===== src/rtl/tx_frame_byte_serializer.sv =====
// -----------------------------------------------------------------------------
// tx_frame_byte_serializer
//
// Purpose:
//   TX width converter / framer between the Data Link Layer MAC frame interface
//   and the multi-lane controller. Accepts MAC_FRAME_WIDTH-bit words with
//   valid/ready/last and emits them one byte per handshake, least significant
//   byte first. With ENABLE_FRAMING=1 each packet is bracketed by an STP
//   K-symbol before its first byte and an END K-symbol after its last byte;
//   K-symbols are flagged on is_k_symbol_o. With ENABLE_FRAMING=0 the block is
//   a plain width converter and never emits K-symbols.
//
// Ports:
//   clk_i                   in   1                 clock, all logic on posedge
//   rst_i                   in   1                 synchronous active-high reset
//   mac_data_frame_i        in   MAC_FRAME_WIDTH   DLL word, byte k = [8k+7:8k]
//   mac_data_frame_valid_i  in   1                 word valid
//   mac_data_frame_last_i   in   1                 word is last of packet
//   mac_data_frame_ready_o  out  1                 block accepts a word
//   data_frame_o            out  8                 byte / K-symbol out
//   data_frame_valid_o      out  1                 data_frame_o valid
//   data_frame_ready_i      in   1                 lane controller accepts byte
//   is_k_symbol_o           out  1                 data_frame_o is STP/END
// -----------------------------------------------------------------------------
module tx_frame_byte_serializer #(
  parameter int         MAC_FRAME_WIDTH = 32,
  parameter logic [7:0] STP_SYMBOL      = 8'hFB,
  parameter logic [7:0] END_SYMBOL      = 8'hFD,
  parameter bit         ENABLE_FRAMING  = 1'b1
) (
  input  logic                       clk_i,
  input  logic                       rst_i,
  input  logic [MAC_FRAME_WIDTH-1:0] mac_data_frame_i,
  input  logic                       mac_data_frame_valid_i,
  input  logic                       mac_data_frame_last_i,
  output logic                       mac_data_frame_ready_o,
  output logic [7:0]                 data_frame_o,
  output logic                       data_frame_valid_o,
  input  logic                       data_frame_ready_i,
  output logic                       is_k_symbol_o
);

  localparam int BYTES = MAC_FRAME_WIDTH / 8;
  localparam int IDX_W = (BYTES > 1) ? $clog2(BYTES) : 1;
  localparam logic [IDX_W-1:0] IDX_LAST = IDX_W'(BYTES - 1);

  if (((MAC_FRAME_WIDTH % 8) != 0) || (MAC_FRAME_WIDTH < 8)) begin : g_width_check
    $error("MAC_FRAME_WIDTH must be a multiple of 8 and at least 8");
  end

  typedef enum logic [2:0] {
    S_IDLE = 3'd0,  // no packet open, word register empty
    S_STP  = 3'd1,
    S_DATA = 3'd2,
    S_GAP  = 3'd3,  // packet open, waiting for its next word
    S_END  = 3'd4
  } state_t;

  state_t                     state_q, state_d;
  logic [MAC_FRAME_WIDTH-1:0] word_q, word_d;
  logic                       last_q, last_d;
  logic [IDX_W-1:0]           idx_q, idx_d;
  logic [7:0]                 data_q, data_d;
  logic                       valid_q, valid_d;
  logic                       k_q, k_d;

  logic last_byte;
  logic ready;
  logic in_hs;
  logic out_hs;

  function automatic logic [7:0] byte_sel(input logic [MAC_FRAME_WIDTH-1:0] w,
                                          input logic [IDX_W-1:0]           idx);
    logic [7:0] r;
    r = 8'h00;
    for (int k = 0; k < BYTES; k++) begin
      if (idx == IDX_W'(k)) r = w[8*k +: 8];
    end
    return r;
  endfunction

  always_comb begin
    last_byte = (idx_q == IDX_LAST);
    // The only combinational ready_i -> ready_o path: the final byte of a
    // non-last word leaving lets the next word slide in without a bubble.
    ready  = !rst_i && ((state_q == S_IDLE) || (state_q == S_GAP) ||
                        ((state_q == S_DATA) && last_byte && !last_q && data_frame_ready_i));
    in_hs  = mac_data_frame_valid_i && ready;
    out_hs = valid_q && data_frame_ready_i;
  end

  assign mac_data_frame_ready_o = ready;

  always_comb begin
    state_d = state_q;
    word_d  = word_q;
    last_d  = last_q;
    idx_d   = idx_q;

    case (state_q)
      S_IDLE: begin
        if (in_hs) begin
          word_d = mac_data_frame_i;
          last_d = mac_data_frame_last_i;
          idx_d  = '0;
          if (ENABLE_FRAMING) state_d = S_STP;
          else                state_d = S_DATA;
        end
      end
      S_STP: begin
        if (out_hs) state_d = S_DATA;
      end
      S_DATA: begin
        if (out_hs) begin
          if (!last_byte) begin
            idx_d = idx_q + IDX_W'(1);
          end else if (last_q) begin
            if (ENABLE_FRAMING) state_d = S_END;
            else                state_d = S_IDLE;
          end else if (in_hs) begin
            word_d = mac_data_frame_i;
            last_d = mac_data_frame_last_i;
            idx_d  = '0;
          end else begin
            state_d = S_GAP;
          end
        end
      end
      S_GAP: begin
        if (in_hs) begin
          word_d  = mac_data_frame_i;
          last_d  = mac_data_frame_last_i;
          idx_d   = '0;
          state_d = S_DATA;
        end
      end
      S_END: begin
        if (out_hs) state_d = S_IDLE;
      end
      default: state_d = S_IDLE;
    endcase

    // Outputs are registered from the next state, so they stay put whenever
    // the state does (i.e. while the lane controller stalls).
    data_d  = 8'h00;
    valid_d = 1'b0;
    k_d     = 1'b0;
    case (state_d)
      S_STP: begin
        data_d  = STP_SYMBOL;
        valid_d = 1'b1;
        k_d     = 1'b1;
      end
      S_DATA: begin
        data_d  = byte_sel(word_d, idx_d);
        valid_d = 1'b1;
      end
      S_END: begin
        data_d  = END_SYMBOL;
        valid_d = 1'b1;
        k_d     = 1'b1;
      end
      default: ;
    endcase
  end

  always_ff @(posedge clk_i) begin
    if (rst_i) begin
      state_q <= S_IDLE;
      word_q  <= '0;
      last_q  <= 1'b0;
      idx_q   <= '0;
      data_q  <= 8'h00;
      valid_q <= 1'b0;
      k_q     <= 1'b0;
    end else begin
      state_q <= state_d;
      word_q  <= word_d;
      last_q  <= last_d;
      idx_q   <= idx_d;
      data_q  <= data_d;
      valid_q <= valid_d;
      k_q     <= k_d;
    end
  end

  assign data_frame_o       = data_q;
  assign data_frame_valid_o = valid_q;
  assign is_k_symbol_o      = k_q;

endmodule


===== config.mk =====
export PLATFORM = sky130hd
export DESIGN_NAME = tx_frame_byte_serializer
export DESIGN_NICKNAME = d
export VERILOG_FILES = /design/src/rtl/tx_frame_byte_serializer.sv
export SDC_FILE = /design/constraint.sdc
export NUM_CORES = 1
export LEC_CHECK = 0
export CORE_MARGIN = 3
export CORE_UTILIZATION = 50
export CTS_CLUSTER_DIAMETER = 150
export DETAILED_ROUTE_END_ITERATION = 8
export PLACE_DENSITY_LB_ADDON = 0.2
export SLEW_MARGIN = 25
export SYNTH_ARGS = -nofsm -noshare
export SYNTH_HDL_FRONTEND = slang
export SYNTH_SLANG_ARGS = --single-unit

===== constraint.sdc =====
create_clock -name clk_i -period 2.9 [get_ports clk_i]
set_input_delay 0.435 -clock clk_i [delete_from_list [all_inputs] [get_ports clk_i]]
set_output_delay 0.435 -clock clk_i [all_outputs]
set_load 0.05 [all_outputs]

**Word level (Yosys, flattened, before mapping)**

Index checks and enable logic that the tools add are counted.
Widths: inputs -> output; s select.

- Bits in registers: 48
- Logic and storage cells: 71

- Add/sub/neg operators: 1
- Eq/ne operators: 14
- Multiplexer cells: 32
- Reduce and logical (&&, ||, !) cells: 17

Operators with widths:

| cell | number |
|---|---|
| $mux 32 | 4 |
| $pmux 32 s2 | 1 |
| $mux 8 | 4 |
| $mux 3 | 8 |
| $pmux 8 s3 | 1 |
| $pmux 3 s5 | 1 |
| $eq 3x2->1 const B | 3 |
| $mux 2 | 4 |
| $mux 1 | 7 |
| $eq 2x2->1 const B | 3 |
| $eq 3x1->1 const B | 2 |
| $eq 3x3->1 const B | 2 |
| $logic_and 1x1->1 | 6 |
| $ne 2x2->1 const B | 2 |
| $pmux 2 s2 | 1 |
| $reduce_and 4->1 | 1 |
| $reduce_or 2->1 | 2 |
| $logic_not 3->1 | 1 |
| $reduce_or 3->1 | 1 |
| $add 2x1->2 const B | 1 |
| $eq 2x1->1 const B | 1 |
| $logic_not 1->1 | 2 |
| $logic_not 2->1 | 1 |
| $logic_or 1x1->1 | 2 |
| 3 further kinds | 3 |

**Logic depth before layout (Yosys ltp)**

Gate-level depths: netlist (run 1).

- Depth in word-level cells: 18
- Depth in mapped cells: 8
- Depth with buffers taken out: 7

**Worst setup path after synthesis (run 1)**

Ideal clock, no wire load.

- Path kind: input -> output
- From: input port rst_i
- To: output port mac_data_frame_ready_o
- Arrival time: 2,165 ps
- Required time: 2,465 ps
- Setup slack: 300 ps
- Cell stages on the path: 2
- Cell sequence: clkbuf_1 -> nor4_1

- Word-level cells in the longest chain between the ends: 2

RTL lines:

| item | RTL line | text |
|---|---|---|
| from (decl) | 32 | `input logic rst_i,` |
| $logic_not 1->1 | 86 | `ready = !rst_i && ((state_q == S_IDLE) \|\| (state_q == S_GAP) \|\|` |
| $logic_and 1x1->1 | 86 |  |
| to (decl) | 36 | `output logic mac_data_frame_ready_o,` |

Every way passes these cells.

**Final worst setup path (run 1)**

- From: register state_q[0]
- To: register data_q[2] (netlist: data_frame_o[2])

- Word-level cells in the longest chain between the ends: 18

RTL lines:

| item | RTL line | text |
|---|---|---|
| from (decl) | 59 | `state_t state_q, state_d;` |
| from (signal assigned) | 177 | `state_q <= state_d;` |
| $eq 3x2->1 | 87, 100 |  |
| $logic_and 1x1->1 (3 in series) | 87 | `((state_q == S_DATA) && last_byte && !last_q && data_frame_ready_i));` |
| $logic_or 1x1->1 | 86 |  |
| $logic_and 1x1->1 | 86 |  |
| $logic_and 1x1->1 | 88 | `in_hs = mac_data_frame_valid_i && ready;` |
| $mux 2 | 102, 120, 130 |  |
| $mux 2 | 117 | `end else if (last_q) begin` |
| $mux 2 | 115 | `if (!last_byte) begin` |
| $mux 2 | 114 | `if (out_hs) begin` |
| $pmux 2 s2 | 100 | `case (state_q)` |
| $logic_not 2->1 | 77 | `if (idx == IDX_W'(k)) r = w[8*k +: 8];` |
| $mux 8 (4 in series) | 77 |  |
| $pmux 8 s3 * | 148 | `case (state_d)` |
| to (signal assigned) | 181 | `data_q <= data_d;` |
| to (decl) | 63 | `logic [7:0] data_q, data_d;` |

Every way passes the cells marked *; elsewhere a longest branch is shown, timed or not.
A chain may end at the register's enable or synchronous reset.

==> qor_table.md, run 1 <==
| Quantity | Value | Unit |
|---|---|---|
| Number of inserted diodes | 0 | - |
| Leading cell type by number of instances after synthesis | sky130_fd_sc_hd__nand2_1 | - |
| PwrDens | 483 | nW/um^2 |
| Worst Reg2Reg Path Length in Cells | 6 | - |
| Critical Path End Type | flop | - |
| Ratio of final minimum period to clock period | 0.849 | - |
| Net count after synthesis | 304 | - |
| Top achievable clock speed | 406 | MHz |
| Arrival time reported for the critical path endpoint | 2.65 | ns |
| Total negative setup slack | 0 | ns |
| Placeable Area | 4140 | um^2 |
| Worst Path Required | 3.09 | ns |
| Static Leak | 1.09 | nW |
| Share of post-route cells with drive strength above 1 | 0.0742 | - |
| Setup slack on the worst flop-to-flop path | 0.44 | ns |
| Post-synth top area share | 0.431 | - |
| Fin Clk Skew | 0.00674 | ns |
| Global-route layer with the greatest usage | met2 | - |
| Cells after Synth | 266 | - |
| Number of standard-cell rows in the floorplan | 23 | - |
| Crit path depth | 6 | - |
| Largest incremental delay on the critical path | 0.67 | ns |
| Clock Path Buffers | 2 | - |
| Number of buffers created by CTS | 5 | - |
| Via count of the first global-routing pass | 1,955 | - |
| Slew at the pin with the worst max-slew slack | 0.788 | ns |
| Leading post-synthesis cells by cell area | sky130_fd_sc_hd__dfxtp_1, sky130_fd_sc_hd__nand2_1, sky130_fd_sc_hd__a21oi_1, sky130_fd_sc_hd__mux2i_1, sky130_fd_sc_hd__and3_1 | - |
| Worst VDD drop | 0.350 | mV |
| Die outline width | 72.8 | um |
| Overflow after GRT | 0 | - |
| Primary FF master, synth | sky130_fd_sc_hd__dfxtp_1 | - |
| Ordered cell list for the critical path | nor2b_1 -> a2111oi_4 -> buf_4 -> or4_1 -> o2111ai_1 -> o211ai_1 | - |
| Total placed instance area | 2750 | um^2 |
| Most area-hungry cell type in the Yosys netlist | sky130_fd_sc_hd__dfxtp_1 | - |
| Number of clock sinks seen by CTS | 48 | - |
| Clock tree from TritonCTS | yes | - |
| Hold bufs inserted after CTS | 0 | - |
| Half-perimeter wire length after detailed placement | 4.01 | mm |
| Final Net Count | 347 | - |
| Type of the setup path with the least slack | flop to flop | - |
| Async SR Flop Fraction | 0 | - |
| Combined area of all synthesized cells | 2230 | um^2 |
| Top cells by instance count after synthesis | sky130_fd_sc_hd__nand2_1, sky130_fd_sc_hd__dfxtp_1, sky130_fd_sc_hd__a21oi_1 | - |
| Max-cap violations | 0 | - |
| Routing usage on met2 | 0.357 | - |
| Cell area after layout | 2840 | um^2 |
| Seq cells post-synth | 48 | - |
| Clock network latency to the later pin of the worst-skew pair | 0.30 | ns |
| Root buffer selected by CTS | sky130_fd_sc_hd__clkbuf_8 | - |
| Post-cts sizing count | 0 | - |
| I/O pin count | 48 | - |
| Antenna-violating nets left | 0 | - |
| Launching element of the worst setup path | state_q[0] | - |
| Capture point of the worst reg-to-reg path | data_frame_o[2] | - |
| Critical Path Fanout Max | 40 | - |
| Critical register-to-register path startpoint | state_q[0] | - |
| Critical path endpoint | data_frame_o[2] | - |
| Number of detailed-routing iterations run before antenna repair | 4 | - |
| Y dimension of the die | 72.8 | um |
| Status | finished, final reports clean | - |
| Number of antenna violations at the first check in global routing | 0 | - |
| Maximum number of pins on one net before global-route repair | 42 | - |
| Setup repair after global routing missed its margin | false | - |
| Nature of the critical path startpoint | flop | - |
| Buffering stage count on the worst path with inverters included | 1 | - |
| Global-route met1 utilization | 0.288 | - |
| Initial drt markers | 158 | - |
| Global-route wire length before repair | 9.15 | mm |
| Final count of negative-setup-slack endpoints | 0 | - |
| Drt wl/cell | 15.4 | um |
| Total power consumption of the routed design | 1.37 | mW |
| Post-route DRC | 0 | - |
| Worst hold path class | flop to flop | - |
| Pre-CTS setup slack | 0.195 | ns |
| Vias per cell | 5.80 | - |
| # port buffers | 47 | - |
| Die Outline Area | 5290 | um^2 |
| Global routing usage summed across all routing layers | 0.221 | - |
| Final standard cell utilization of the core | 0.686 | - |
| Worst slew margin relative to its limit | 0.474 | - |
| EDFF count, synth | 0 | - |
| CP top delay family | simple AND/OR/NAND/NOR gates | - |
| Mapped Avg Cell Area | 8.38 | um^2 |
| Post-CTS setup repair buffer count | 0 | - |
| Met3 capacity usage during global routing | 0.0482 | - |
| Number of hold violations in the final report | 0 | - |
| Overall via count from detail_route | 2,088 | - |
| Post-layout worst setup margin | 0.438 | ns |
| Total count of max-transition violations in the final report | 0 | - |
| Clock-pin slew on the worst setup and hold paths | 0.09 | ns |
| Total routed wirelength | 5.54 | mm |
| Initial core utilization | 0.538 | - |
| Last weighted congestion value of the routability-driven placer | 0.875 | - |
| Min cycle time layout | 2.46 | ns |
| H-tree depth | 2 | - |
| Crit-path slowest cell | sky130_fd_sc_hd__nor2b_1 | - |
| Synth cell types | 51 | - |
| Yosys Warn Count | 0 | - |
| Fraction of the yosys area taken by sequential cells | 0.431 | - |
| Area added between synthesis and finish | 27.6 | % |
[power breakdown]
group	switching [mW]	internal, mW
registers	0.0212	0.693
clock network	0.237	0.171
logic	0.138	0.114
total	0.396	0.979
[cell usage in the layout (no fill, tap or decap), types with 2 or more instances in the layout]
cell type,synthesis,final
sky130_fd_sc_hd__o211ai_1,3,3
sky130_fd_sc_hd__buf_4,0,7
sky130_fd_sc_hd__mux2i_1,9,9
sky130_fd_sc_hd__o22a_1,2,2
sky130_fd_sc_hd__nand3b_1,3,3
sky130_fd_sc_hd__inv_1,6,6
sky130_fd_sc_hd__nor2b_1,5,5
sky130_fd_sc_hd__nand2b_1,3,3
sky130_fd_sc_hd__o31a_1,2,2
sky130_fd_sc_hd__nor4_1,4,4
sky130_fd_sc_hd__clkdlybuf4s50_1,0,46
sky130_fd_sc_hd__and3_1,7,7
sky130_fd_sc_hd__nand3_1,4,4
sky130_fd_sc_hd__o221ai_1,5,5
sky130_fd_sc_hd__a21oi_1,35,35
sky130_fd_sc_hd__dfxtp_1,48,48
sky130_fd_sc_hd__o22ai_1,2,2
sky130_fd_sc_hd__o21ai_1,5,5
sky130_fd_sc_hd__a211oi_1,5,5
sky130_fd_sc_hd__nand2_1,65,65
sky130_fd_sc_hd__clkbuf_8,0,5
sky130_fd_sc_hd__a32o_1,2,2
sky130_fd_sc_hd__nor2_1,6,6
[logic make-up after synthesis]
logic type / after synthesis / share of synthesized area
buffers and inverters: 24 / 0.0472
flip-flops: 48 / 0.431
AND/OR/NAND/NOR: 108 / 0.241
AO/OA/AOI/OAI: 76 / 0.234
adder cells (fa/ha/maj): 1 / 0.00561
multiplexers: 9 / 0.0404
[state kept, by name, summed over array words and instances, names as in the netlist]
signal              cells
word_q                 32
data_frame_o            8
state_q                 3
idx_q                   2
data_frame_valid_o      1
is_k_symbol_o           1
last_q                  1
[layer usage]
layer / part of all wire / vias up
li1: - / 1038
met1: 0.44 / 972
met2: 0.48 / 68
met3: 0.060 / 10
met4: 0.017 / 0
met5: 0 / -
[how the worst min path moves through the flow]
stage	start	to	cells past startpoint
final	word_q[4]	word_q[4]	2
after global routing	word_q[16]	word_q[16]	2
after CTS	word_q[4]	word_q[4]	2
after detailed placement	word_q[4]	word_q[4]	2
after global placement	word_q[3]	word_q[3]	2
after floorplan	word_q[2]	word_q[2]	2
[cell type report]
class | instances | area [um^2]
fill | 346 | 1300
clock inverter | 3 | 21.3
sequential | 48 | 961
tap | 50 | 62.6
timing repair buffer | 54 | 533
multi-input combinational | 194 | 1170
inverter | 6 | 22.5
clock buffer | 5 | 68.8
[per-stage QoR]
step	cells	hold slack, ns
4_1_cts	360	0.456
6_report	360	0.455
3_3_place_gp	352	0.438
2_1_floorplan	266	0.431
5_1_grt	360	0.484
3_5_place_dp	352	0.443
[worst register-to-register path, cell delays in order (launching register included)]
cell and delay [ns]:
sky130_fd_sc_hd__dfxtp_1 0.43, sky130_fd_sc_hd__nor2b_1 0.67, sky130_fd_sc_hd__a2111oi_4 0.13, sky130_fd_sc_hd__buf_4 0.31, sky130_fd_sc_hd__or4_1 0.55, sky130_fd_sc_hd__o2111ai_1 0.13
sky130_fd_sc_hd__o211ai_1 0.11
Note: power is estimated with default switching activity, not from simulation.
==> run 2: changes to the inputs <==
==> constraint.sdc (replaced) <==
create_clock -name clk_i -period 2.3 [get_ports clk_i]
set_input_delay 0.345 -clock clk_i [delete_from_list [all_inputs] [get_ports clk_i]]
set_output_delay 0.345 -clock clk_i [all_outputs]
set_load 0.05 [all_outputs]
==> run 2 against run 1 <==
Against the previous run: sequential share of layout area is 2.2 points lower; clock-buffer cell count is 1 higher; global-route usage is 1.2 points higher; final cell count grew 5.6%; first-iteration DRC count grew 0.63%; cell area increased by 7.0%; combinational power rose by 36%; largest cell class unchanged.
==> qor_table.md, run 2 (synthesis gave the netlist of run 1 again) <==
| Quantity | Value | Unit | vs previous |
|---|---|---|---|
| Status | finished, final reports clean | - |  |
| Worst VDD drop | 0.322 | mV | -7.9% |
| Number of standard-cell rows in the floorplan | 23 | - | unchanged |
| PwrDens | 588 | nW/um^2 | +22% |
| Total power consumption of the routed design | 1.79 | mW | +30% |
| Number of hold violations in the final report | 0 | - | unchanged |
| Setup repair after global routing missed its margin | true | - |  |
| Y dimension of the die | 72.8 | um | unchanged |
| Number of inserted diodes | 0 | - | unchanged |
| Final Net Count | 367 | - | +5.8% |
| Met1 wire length | 2.56 | mm | +4.8% |
| Slew at the pin with the worst max-slew slack | 0.500 | ns | -0.288 ns |
| Share of post-route cells with drive strength above 1 | 0.145 | - | +0.0713 |
| Share of total power in combinational logic | 0.192 | - | +0.009 |
| Net load switching power | 0.505 | mW | +28% |
| I/O pin count | 48 | - | unchanged |
| Clock Path Buffers | 2 | - | unchanged |
| Global-route wire length before repair | 9.41 | mm | +2.9% |
| Last weighted congestion value of the routability-driven placer | 0.909 | - | +3.9% |
| Wire length on met3 | 332 | um | -0.90% |
| Number of antenna violations at the first check in global routing | 0 | - | unchanged |
| Commonest non-fill, non-tap cells in the layout | sky130_fd_sc_hd__nand2_1, sky130_fd_sc_hd__dfxtp_1, sky130_fd_sc_hd__clkdlybuf4s50_1 | - |  |
| Final-layout worst hold slack | 0.456 | ns | +0.000777 ns |
| Min cycle time layout | 2.26 | ns |  |
| H-tree depth | 2 | - | unchanged |
| Cell Int Power | 1.28 | mW | +31% |
| Vias per cell | 5.69 | - | -1.9% |
| Length of routed met2 wiring | 2.95 | mm | +10% |
| Top achievable clock speed | 443 | MHz |  |
| Number of buffers created by CTS | 5 | - | unchanged |
| Critical Path End Type | flop | - |  |
| Cell area after layout | 3040 | um^2 | +7.0% |
| Fin Clk Skew | 0.0104 | ns | +0.00368 ns |
| Clk pwr share | 0.305 | - | +0.008 |
| Total routed wirelength | 5.98 | mm | +7.9% |
| Worst Path Required | 2.56 | ns | -0.53 ns |
| Clock-pin slew on the worst setup and hold paths | 0.10 | ns | about the same |
| Post-route DRC | 0 | - | unchanged |
| Global routing usage summed across all routing layers | 0.233 | - | +0.0116 |
| Arrival time reported for the critical path endpoint | 2.52 | ns | -0.13 ns |
| Commonest non-fill, non-tap cell in the layout | sky130_fd_sc_hd__nand2_1 | - |  |
| Placeable Area | 4140 | um^2 | unchanged |
| Ratio of final minimum period to clock period | 0.982 | - |  |
| Final count of negative-setup-slack endpoints | 0 | - | unchanged |
| Largest register FFs | 32 | - | unchanged |
| Critical Path Fanout Max | 6 | - | -85% |
| Maximum number of pins on one net before global-route repair | 42 | - | unchanged |
| Half-perimeter wire length after detailed placement | 4.32 | mm | +7.7% |
| Antenna-violating nets left | 0 | - | unchanged |
| Overflow after GRT | 0 | - | unchanged |
| Clock tree from TritonCTS | yes | - |  |
| Drt wl/cell | 15.7 | um | +2.2% |
| Initial drt markers | 159 | - | +0.63% |
| Share of total power in sequential cells | 0.503 | - | -0.016 |
| Root buffer selected by CTS | sky130_fd_sc_hd__clkbuf_8 | - |  |
| Fraction of power spent switching nets | 0.283 | - | -0.00558 |
| Top layer in use | met4 | - |  |
| Number of detailed-routing iterations run before antenna repair | 4 | - | unchanged |
| Max-cap violations | 0 | - | unchanged |
| Nature of the critical path startpoint | primary input | - |  |
| Total placed instance area | 2930 | um^2 | +6.4% |
| Die Outline Area | 5290 | um^2 | unchanged |
| Clock network latency to the later pin of the worst-skew pair | 0.31 | ns | about the same |
| Hold bufs inserted after CTS | 0 | - | unchanged |
| # port buffers | 47 | - | unchanged |
| Static Leak | 1.20 | nW | +10% |
| Die outline width | 72.8 | um | unchanged |
| Worst hold path class | flop to flop | - |  |
| Total negative setup slack | 0 | ns | unchanged |
| Register ranked first by flip-flop count | word_q | - |  |
| Pre-CTS setup slack | -0.253 | ns | -0.448 ns |
| Type of the setup path with the least slack | primary input to flop | - |  |
| Worst slew margin relative to its limit | 0.666 | - | +0.192 |
| Via count of the first global-routing pass | 1,993 | - | +1.9% |
| Area added between synthesis and finish | 36.6 | % |  |
| Initial core utilization | 0.538 | - | unchanged |
| Post-layout worst setup margin | 0.0407 | ns | -0.397 ns |
| Overall via count from detail_route | 2,163 | - | +3.6% |
| Total count of max-transition violations in the final report | 0 | - | unchanged |
| Number of clock sinks seen by CTS | 48 | - | unchanged |
[run 2: timing repair]
item | CTS | global route
pin swaps | 0 | 2
setup endpoints to repair | 1 | 25
buffers inserted | 0 | 1
resized for setup | 1 | 3
[run 2: metal layers]
metal | track usage | up-vias
met1 | 0.295 | 1002
li1 | - | 1076
met4 | 0.109 | 0
met5 | 0 | -
met2 | 0.380 | 73
met3 | 0.0455 | 12
[run 2: cell type report]
type | count | area [um^2]
multi-input combinational | 194 | 1190
fill | 346 | 1100
sequential | 48 | 962
timing repair buffer | 74 | 712
clock buffer | 6 | 82.6
tap | 50 | 62.6
inverter | 6 | 22.5
clock inverter | 2 | 13.8
[run 2: final timing paths]
kind	startpoint	endpoint	slack, ns	depth (start not counted)
worst max register to register	idx_q[1]	data_frame_o[1]	0.05	7
worst min register to register	word_q[3]	word_q[3]	0.46	2
worst min-delay path	word_q[3]	word_q[3]	0.46	2
worst max-delay path	rst_i	data_frame_o[1]	0.04	9
[run 2: critical path: stages]
cell and delay (ns):
sky130_fd_sc_hd__clkdlybuf4s50_1 0.43, sky130_fd_sc_hd__nand2b_4 0.16, sky130_fd_sc_hd__o311a_4 0.36, sky130_fd_sc_hd__buf_4 0.14
sky130_fd_sc_hd__o31ai_2 0.32, sky130_fd_sc_hd__buf_4 0.20, sky130_fd_sc_hd__o211ai_1 0.09, sky130_fd_sc_hd__o22ai_1 0.27
sky130_fd_sc_hd__a32o_1 0.20
[run 2: metrics by stage]
step	instances	utilization
floorplan	266	-
global placement	371	0.707
finish	380	0.735
detailed placement	371	0.707
global route	380	0.735
CTS	379	0.731
[run 2: power by group through the flow]
| stage | Combinational [mW] | Sequential, mW | Clock [mW] |
|---|---|---|---|
| CTS | 0.343 | 0.899 | 0.558 |
| floorplan | 0.140 | 0.957 | 0 |
| global placement | 0.335 | 0.918 | 0 |
| detailed placement | 0.341 | 0.918 | 0 |
| global route | 0.368 | 0.904 | 0.584 |
| finish | 0.343 | 0.900 | 0.546 |
==> edit, RTL diff (flow settings as in run 2) <==
`MAC_FRAME_WIDTH`: 32 -> 64.
--- a/src/rtl/tx_frame_byte_serializer.sv
+++ b/src/rtl/tx_frame_byte_serializer.sv
@@ -23,7 +23,7 @@
 //   is_k_symbol_o           out  1                 data_frame_o is STP/END
 // -----------------------------------------------------------------------------
 module tx_frame_byte_serializer #(
-  parameter int         MAC_FRAME_WIDTH = 32,
+  parameter int         MAC_FRAME_WIDTH = 64,
   parameter logic [7:0] STP_SYMBOL      = 8'hFB,
   parameter logic [7:0] END_SYMBOL      = 8'hFD,
   parameter bit         ENABLE_FRAMING  = 1'b1
Interface: changed (resized mac_data_frame_i); port bits go from 48 to 80. The function was not compared with the original's and may differ.
==> edit against run 2 <==
The flow now finishes with violations (setup timing); combinational power increased by 130%; first-iteration DRC count rose to 4.4 times the old value; sequential cell count rose by 33; clock power up 130%; worst setup slack lost 0.32 ns; synthesized area increased by 70%; utilization grew 13 points; final cell count is 93% higher; sequential share of layout area fell by 5.7 points; wire length grew to 2.8 times the old value; sequential power is 67% higher; total power increased by 100%; design area grew 110%; critical path type is now register to register; critical endpoint is now data_frame_o[4]; largest cell class unchanged.
==> edit: results (changes against run 2) <==
| Metric | Value |
|---|---|
| Status | complete, but fails checks (was finished clean) |
| Failing checks | setup timing |
| Via-to-Cell Ratio | 6.484 (was 5.692) |
| Setup-failing EPs final | 9 (was 0) |
| Synth area leaders | dfxtp_1 (43%), a21oi_1 (7.8%), nand3_1 (5.7%) (was dfxtp_1 (43%), nand2_1 (11%), a21oi_1 (7.9%)) |
| Final worst setup slack | -0.2838 ns (was 0.04068 ns) |
| PortBufs | 79 (was 47) |
| Met2 global-route usage | 50.75% (was 37.98%) |
| Share of layout cells above drive strength 1 | 33.07% (was 14.55%) |
| Max reg flops | 64 (was 32) |
| Seq/Total Area, Yosys | 42.81% (was 43.12%) |
| Crit-path max cell delay | 0.37 ns (was 0.43 ns) |
| VDD IR max | 0.4376 mV (was 0.3224 mV) |
| Final WL | 16910 µm (was 5978 µm) |
| Synth Area in Adders | 0.6607% (was 0.5615%) |
| Syn_nets | 534 (was 304) |
| Power Density | 569.0 mW/mm² (was 587.6 mW/mm²) |
| Synth cell count leaders | dfxtp_1 (81), a21oi_1 (59), nor2_1 (51), nand3_1 (43), nand2_1 (41) (was nand2_1 (65), dfxtp_1 (48), a21oi_1 (35), clkbuf_1 (10), mux2i_1 (9)) |
| Placed Area | 0.005295 mm² (was 0.002929 mm²) |
| Placed Cells | 692 (was 371) |
| Pre-CTS worst setup slack | -0.4675 ns (was -0.2532 ns) |
| Xor and xnor fraction of the mapped netlist area | 0.2313% (was 0%) |
| Critical Path Start | idx_q[0] (was rst_i) |
| Met1 Use GR | 38.39% (was 29.46%) |
| Largest net degree at the start of global routing | 77 (was 42) |
| Mux contribution to synthesized area | 4.493% (was 4.043%) |
| Reg2Reg Depth | 12 (was 7) |
| Worst clock skew | 0.01145 ns (was 0.01042 ns) |
| Final nets | 701 (was 367) |
| Global-route wire length before repair | 21000 µm (was 9411 µm) |
| Synth cell types | 53 (was 51) |
| Number of global-route vias before repair | 4297 (was 1993) |
edit: area by class of cell:
| cell class | count | area (µm²) |
|---|---|---|
| multi-input combinational | 339 | 2411 |
| clock inverter | 5 | 103.9 |
| inverter | 5 | 18.77 |
| tap | 99 | 123.9 |
| timing repair buffer | 194 | 1868 |
| fill | 351 | 1007 |
| sequential | 81 | 1628 |
| clock buffer | 11 | 131.4 |
edit: through the flow:
| step | hold WS [ns] | util [%] |
|---|---|---|
| detailed placement | 0.4483 | 72.62 |
| CTS | 0.4616 | 80.22 |
| floorplan | 0.4260 | - |
| global route | 0.5051 | 86.19 |
| global placement | 0.4387 | 72.62 |
| finish | 0.4811 | 86.19 |
edit: timing repair:
item	in CTS	in global routing
gates cloned	2	2
setup endpoints to repair	11	11
buffers inserted	10	12
pin swaps	19	37
gates resized for setup	52	65
edit: routing by layer:
| metal | routed length [µm] | vias to the layer above | part of all wire, % |
|---|---|---|---|
| met5 | 0 | - | 0 |
| met4 | 1231 | 0 | 7.3 |
| met3 | 1568 | 126 | 9.3 |
| met2 | 7953 | 401 | 47 |
| met1 | 6154 | 2233 | 36 |
| li1 | - | 1999 | - |
edit: kinds of logic after synthesis:
family                     after synthesis
AOI/OAI and AO/OA                      118
adders and majority gates                2
xor gates and xnor gates                 1
and+or+nand+nor                        201
buffers and inverters                   44
muxes                                   16
DFF                                     81
edit: worst min-delay path by stage:
stage                       to  slack (ns)  cells past startpoint
finish              word_q[19]        0.48                      2
global route        word_q[19]        0.51                      2
CTS                  word_q[8]        0.46                      2
detailed placement   word_q[8]        0.45                      2
global placement     word_q[8]        0.44                      2
floorplan           word_q[57]        0.43                      1
